## src/rtl/ifetch_prefetch.sv

```systemverilog
// ifetch_prefetch: sequential instruction prefetcher with a decode-side FIFO.
//
// Keeps up to MAX_OUTSTANDING instruction-memory requests in flight and queues
// up to DEPTH fetched words for decode. FIFO space is reserved when a request
// is issued, so a returning response can always be written.
//
// Ports
//   clock_i, reset_i       single clock, asynchronous active-high reset
//   redirect_valid_i/pc_i  flush and restart fetch at a new address
//   imem_req_*             request channel (valid/ready, address)
//   imem_rsp_*             in-order response channel (always accepted)
//   dvalid_o/dready_i      stream toward decode
//   instruction_o, inst_pc_o, inst_fault_o  head FIFO entry (zero when empty)
//
// Build option
//   IFETCH_ALIGN_CHECK_EN  when defined, a redirect to a non word-aligned PC
//                          issues no request, queues a single fault entry and
//                          halts; otherwise the low two PC bits are ignored.
module ifetch_prefetch #(
   parameter int unsigned     XLEN            = 32,
   parameter logic [XLEN-1:0] RESET_PC        = 'h8000_0000,
   parameter int unsigned     DEPTH           = 4,
   parameter int unsigned     MAX_OUTSTANDING = 2
) (
   input  logic            clock_i,
   input  logic            reset_i,
   input  logic            redirect_valid_i,
   input  logic [XLEN-1:0] redirect_pc_i,
   output logic            imem_req_valid_o,
   input  logic            imem_req_ready_i,
   output logic [XLEN-1:0] imem_req_addr_o,
   input  logic            imem_rsp_valid_i,
   input  logic [XLEN-1:0] imem_rsp_data_i,
   input  logic            imem_rsp_err_i,
   output logic            dvalid_o,
   input  logic            dready_i,
   output logic [XLEN-1:0] instruction_o,
   output logic [XLEN-1:0] inst_pc_o,
   output logic            inst_fault_o
);

   localparam int unsigned PW = $clog2(DEPTH);
   localparam int unsigned CW = $clog2(DEPTH + 1);
   localparam int unsigned TW = (MAX_OUTSTANDING > 1) ? $clog2(MAX_OUTSTANDING) : 1;
   localparam int unsigned OW = $clog2(MAX_OUTSTANDING + 1);

   typedef enum logic {StFetch, StHalted} state_e;

   state_e          state_q, state_d;
   logic [XLEN-1:0] fetch_pc_q, fetch_pc_d;
   logic            req_valid_q, req_valid_d;
   logic [OW-1:0]   outstanding_q, outstanding_d;
   logic [OW-1:0]   drop_q, drop_d;
   logic [TW-1:0]   tag_wr_q, tag_wr_d, tag_rd_q, tag_rd_d;
   logic [PW-1:0]   wr_ptr_q, wr_ptr_d, rd_ptr_q, rd_ptr_d;
   logic [CW-1:0]   count_q, count_d;

   // PC tags of in-flight requests, and the instruction FIFO storage
   logic [XLEN-1:0] tag_mem   [MAX_OUTSTANDING];
   logic [XLEN-1:0] data_mem  [DEPTH];
   logic [XLEN-1:0] pc_mem    [DEPTH];
   logic            fault_mem [DEPTH];

   logic            req_hs, pop;
   logic            wr_en, wr_fault;
   logic [PW-1:0]   wr_idx;
   logic [XLEN-1:0] wr_data, wr_pc;

   function automatic logic [TW-1:0] tag_inc(input logic [TW-1:0] p);
      return (p == TW'(MAX_OUTSTANDING - 1)) ? '0 : p + TW'(1);
   endfunction

   assign imem_req_valid_o = req_valid_q;
   assign imem_req_addr_o  = fetch_pc_q;
   assign dvalid_o         = (count_q != '0);
   assign instruction_o    = dvalid_o ? data_mem[rd_ptr_q]  : '0;
   assign inst_pc_o        = dvalid_o ? pc_mem[rd_ptr_q]    : '0;
   assign inst_fault_o     = dvalid_o ? fault_mem[rd_ptr_q] : 1'b0;

   always_comb begin
      req_hs        = req_valid_q & imem_req_ready_i;
      pop           = dvalid_o & dready_i;
      state_d       = state_q;
      fetch_pc_d    = fetch_pc_q;
      drop_d        = drop_q;
      tag_wr_d      = tag_wr_q;
      tag_rd_d      = tag_rd_q;
      rd_ptr_d      = rd_ptr_q;
      wr_en         = 1'b0;
      wr_idx        = wr_ptr_q;
      wr_data       = imem_rsp_data_i;
      wr_pc         = tag_mem[tag_rd_q];
      wr_fault      = imem_rsp_err_i;
      outstanding_d = outstanding_q + OW'(req_hs) - OW'(imem_rsp_valid_i);

      if (req_hs) begin
         fetch_pc_d = fetch_pc_q + XLEN'(4);
         tag_wr_d   = tag_inc(tag_wr_q);
      end

      if (imem_rsp_valid_i) begin
         tag_rd_d = tag_inc(tag_rd_q);
         if (drop_q != '0) begin
            drop_d = drop_q - OW'(1);
         end else begin
            wr_en = 1'b1;
            if (imem_rsp_err_i) begin
               wr_data = '0;
               state_d = StHalted;
            end
         end
      end

      if (pop) begin
         rd_ptr_d = rd_ptr_q + PW'(1);
      end
      wr_ptr_d = wr_en ? wr_ptr_q + PW'(1) : wr_ptr_q;
      count_d  = count_q + CW'(wr_en) - CW'(pop);

      if (redirect_valid_i) begin
         // Everything still in flight after this cycle's events is stale; a
         // response arriving this cycle is simply not written.
         wr_en      = 1'b0;
         rd_ptr_d   = '0;
         wr_ptr_d   = '0;
         count_d    = '0;
         drop_d     = outstanding_d;
         state_d    = StFetch;
         fetch_pc_d = redirect_pc_i & ~XLEN'(3);
`ifdef IFETCH_ALIGN_CHECK_EN
         if (redirect_pc_i[1:0] != 2'b00) begin
            wr_en      = 1'b1;
            wr_idx     = '0;
            wr_data    = '0;
            wr_pc      = redirect_pc_i;
            wr_fault   = 1'b1;
            wr_ptr_d   = PW'(1);
            count_d    = CW'(1);
            state_d    = StHalted;
            fetch_pc_d = redirect_pc_i;
         end
`endif
      end

      // Registered request valid, sized against post-update occupancy so a
      // response always finds a free FIFO slot.
      req_valid_d = (state_d == StFetch) &&
                    (32'(outstanding_d) < MAX_OUTSTANDING) &&
                    (32'(outstanding_d) + 32'(count_d) < DEPTH);
   end

   always_ff @(posedge clock_i or posedge reset_i) begin
      if (reset_i) begin
         state_q       <= StFetch;
         fetch_pc_q    <= RESET_PC;
         req_valid_q   <= 1'b0;
         outstanding_q <= '0;
         drop_q        <= '0;
         tag_wr_q      <= '0;
         tag_rd_q      <= '0;
         wr_ptr_q      <= '0;
         rd_ptr_q      <= '0;
         count_q       <= '0;
      end else begin
         state_q       <= state_d;
         fetch_pc_q    <= fetch_pc_d;
         req_valid_q   <= req_valid_d;
         outstanding_q <= outstanding_d;
         drop_q        <= drop_d;
         tag_wr_q      <= tag_wr_d;
         tag_rd_q      <= tag_rd_d;
         wr_ptr_q      <= wr_ptr_d;
         rd_ptr_q      <= rd_ptr_d;
         count_q       <= count_d;
      end
   end

   // Storage needs no reset: outputs are gated by the occupancy count.
   always_ff @(posedge clock_i) begin
      if (req_hs) begin
         tag_mem[tag_wr_q] <= fetch_pc_q;
      end
      if (wr_en) begin
         data_mem[wr_idx]  <= wr_data;
         pc_mem[wr_idx]    <= wr_pc;
         fault_mem[wr_idx] <= wr_fault;
      end
   end

endmodule

```

## config.mk

```make
export PLATFORM = sky130hd
export DESIGN_NAME = ifetch_prefetch
export DESIGN_NICKNAME = d
export VERILOG_FILES = /design/src/rtl/ifetch_prefetch.sv
export SDC_FILE = /design/constraint.sdc
export NUM_CORES = 1
export LEC_CHECK = 0
export ABC_AREA = 1
export CAP_MARGIN = 25
export CORE_ASPECT_RATIO = 2
export CORE_MARGIN = 1.5
export CORE_UTILIZATION = 54
export DETAILED_ROUTE_END_ITERATION = 10
export PLACE_DENSITY = 0.81
export SKIP_LAST_GASP = 1
export SYNTH_ARGS = -nofsm -noshare
export SYNTH_HDL_FRONTEND = slang
export SYNTH_SLANG_ARGS = --single-unit
```

## constraint.sdc

```tcl
create_clock -name clock_i -period 4.5 [get_ports clock_i]
set_input_delay 0.9 -clock clock_i [delete_from_list [all_inputs] [get_ports clock_i]]
set_output_delay 0.9 -clock clock_i [all_outputs]
set_load 0.01 [all_outputs]
```

==> flow_summary.toml <==
[layout]
final_cell_mix = "edfxtp_1, nor2_1, nand2_1"
register_area_mm2 = 0.0105
final_common_cell = "edfxtp_1"
antennaDiodeCount = 0
fillers = 1943
drive_gt1_share_pct = 8.74
fin_nets = 1583
multiInputGateArea_mm2 = 0.00405
final_util_pct = 65.4
layoutNonFillerInstCount = 1873
syn_to_final_growth_pct = 19.1

[logic_synthesis]
ys_ff_latch = 357
synthDistinctLibCells = 35
yosys_warnings = 0
synth_ff_type = "edfxtp_1"
synth-seq-area-share_pct = 69.1
synth_top_cell_area_share_pct = 61.7
synth_largest_area_cell = "edfxtp_1"
synth_area_mm2 = 0.0152
synth-edff-count = 312
syn_inst = 1348
syn_area_per_cell_um2 = 11.3
synth.area.top_cells = "edfxtp_1, nor2_1, dfrtp_1"
async_flop_share_pct = 12.6

[grt]
grt_pass1_vias = 10181
grt_overflow = 0
antenna_found_initial = 0
grt_pass1_wl_mm = 49.8
gr-usage-all-layers_pct = 22.2
grt_max_degree = 64

[floorplanning]
pin_count = 170
die-area_mm2 = 0.0292
die_h_um = 240
dieWidth_um = 122
fp-row-count = 86
core-area_mm2 = 0.0277
start_util_pct = 54.9

[place]
portBuffers = 163
dpl.cell_count = 1821
gp_congestion = 0.845
dp_hpwl_mm = 20.5

[routing]
dr_total_vias = 10190
drc = 0
firstDrtPassIters = 5
postRouteAntennaNets = 0
drt-vias-per-instance = 5.44
wl_per_cell_um = 17.4
drtIter0Drc = 517
wl_mm = 32.6

[run]
maxCapViolCount = 0

[sta]
setup_viol = 0
rsz0062_at_grt = "false"
min_period_ns = 3.99
hold_viol = 0
fin_skew_ns = 0.0139
slew_viol_final = 0
fin_crit_sh_pct = 88.6
relSlewSlack_pct = 42.6
fin_tns_setup_ns = 0
whs_ns = 0.475
worst_pin_slew_ns = 0.861
fmax_ghz = 0.251

[clock_network]
post_cts_buffers = 0
cts.path.max_buffers = 3
htree_levels = 1
clk_latency_ns = 0.56
cts_buffers = 27
cts.sinks = 357
post_cts_resized = 0
cts_root_buf = "clkbuf_16"
cts_tree = "built"
clk_pin_slew_ns = 0.07
cts_hold_buf = 0

[critical_path]
path_max_fanout = 43
criticalPathCategory = "reg -> out"
cp.required_ns = 3.60
critical_path.endpoint_type = "output port"
crit_path_start_kind = "flip-flop"
critPathArrivalTime_ns = 3.09

[hold_path]
min_path_type = "reg -> reg"

[outcome]
status = "complete, no violations"

[power]
ir_worst_vdd_mv = 0.276
power_leakage_uw = 0.00666
p_per_area_mw_per_mm2 = 540
-- cells in the mapped netlist (2+ instances only) --
cell / instances
edfxtp_1: 312
nor2_1: 298
nand2_1: 165
o21ai_0: 120
inv_1: 95
a21oi_1: 70
nand3_1: 48
dfrtp_1: 44
mux2_2: 30
buf_2: 26
o21ai_1: 24
clkbuf_1: 20
ha_1: 11
buf_1: 10
buf_4: 10
o21bai_1: 10
nor2_4: 8
nand2_2: 7
xor2_1: 7
nor2_2: 6
inv_2: 5
and2_1: 3
a22o_1: 2
a31oi_1: 2
nand2_4: 2
nor3_1: 2
o211ai_1: 2
xnor2_1: 2
-- routing by layer --
layer | track usage [%] | routed length (um)
met5 | 0 | 0
met4 | 11.3 | 1420
met3 | 2.40 | 1440
met2 | 43.4 | 18500
met1 | 22.6 | 11200
-- cell families (layout without fill, tap and decap cells) --
logic type      count (synthesis)  in the layout  synth area share, %
compound gates                233            233                 8.00
xor+xnor                        9              9                0.519
fa+ha+maj                      12             12                 1.04
buf+inv                       166            336                 4.56
flops                         357            357                 69.1
mux                            30             30                 2.22
other cells                     1              4               0.0247
simple gates                  540            540                 14.5
-- path summary, 6_finish.rpt --
| path | from | end | slack [ns] | depth (start not counted) |
|---|---|---|---|---|
| setup / recovery | rd_ptr_q[0]$_DFFE_PP0P_ | instruction_o[2] | 0.51 | 5 |
| hold / removal | tag_rd_q$_DFFE_PP0P_ | tag_rd_q$_DFFE_PP0P_ | 0.48 | 1 |
| setup reg to reg | count_q[1]$_DFF_PP0_ | imem_req_valid_o$_DFF_PP0_ | 1.70 | 14 |
| hold reg to reg | tag_rd_q$_DFFE_PP0P_ | tag_rd_q$_DFFE_PP0P_ | 0.48 | 1 |
| max in group asynchronous | reset_i | imem_req_addr_o[31]$_DFFE_PP1N_ | 3.43 | 3 |
| min in group asynchronous | reset_i | imem_req_valid_o$_DFF_PP0_ | 0.56 | 2 |
-- through the flow --
stage          total power, uW  area, um^2  worst slack (ns)
3_3_place_gp              7440       17200              1.02
4_1_cts                   9820       18100             0.473
3_5_place_dp              7540       17200             0.965
5_1_grt                  10200       18100             0.303
2_1_floorplan             6010       15200            0.0705
6_report                  9770       18100             0.512
-- state kept, by name (all words and copies together) (netlist names) --
| name | flops |
|---|---|
| pc_mem | 120 |
| fault_mem | 4 |
| tag_mem | 60 |
| tag_rd_q | 1 |
| data_mem | 128 |
| imem_req_valid_o | 1 |
| tag_wr_q | 1 |
| imem_req_addr_o | 30 |
| rd_ptr_q | 2 |
| wr_idx | 2 |
| state_q | 1 |
| drop_q | 2 |
| count_q | 3 |
| outstanding_q | 2 |
-- layout make-up --
cell class / instances / share of cell area [%]
well taps: 352 / 2.43
repair buffers: 186 / 10.5
clock inverters: 17 / 0.671
multi-input cells: 828 / 22.4
inverters: 100 / 2.08
flip-flops and latches: 357 / 58.0
clock buffers: 33 / 3.97
-- power by group --
group	switching, uW	internal (uW)
clock network	1090	1200
logic	1850	1400
registers	191	4050
-- worst max-delay path, stage by stage (launching register included) --
cell and delay [ns]:
dfrtp_4 0.64, clkinv_2 0.56, buf_4 0.45, o21ai_0 0.20, a21oi_1 0.11, clkdlybuf4s50_1 0.54
No activity file was read; power rests on OpenSTA's default activity.
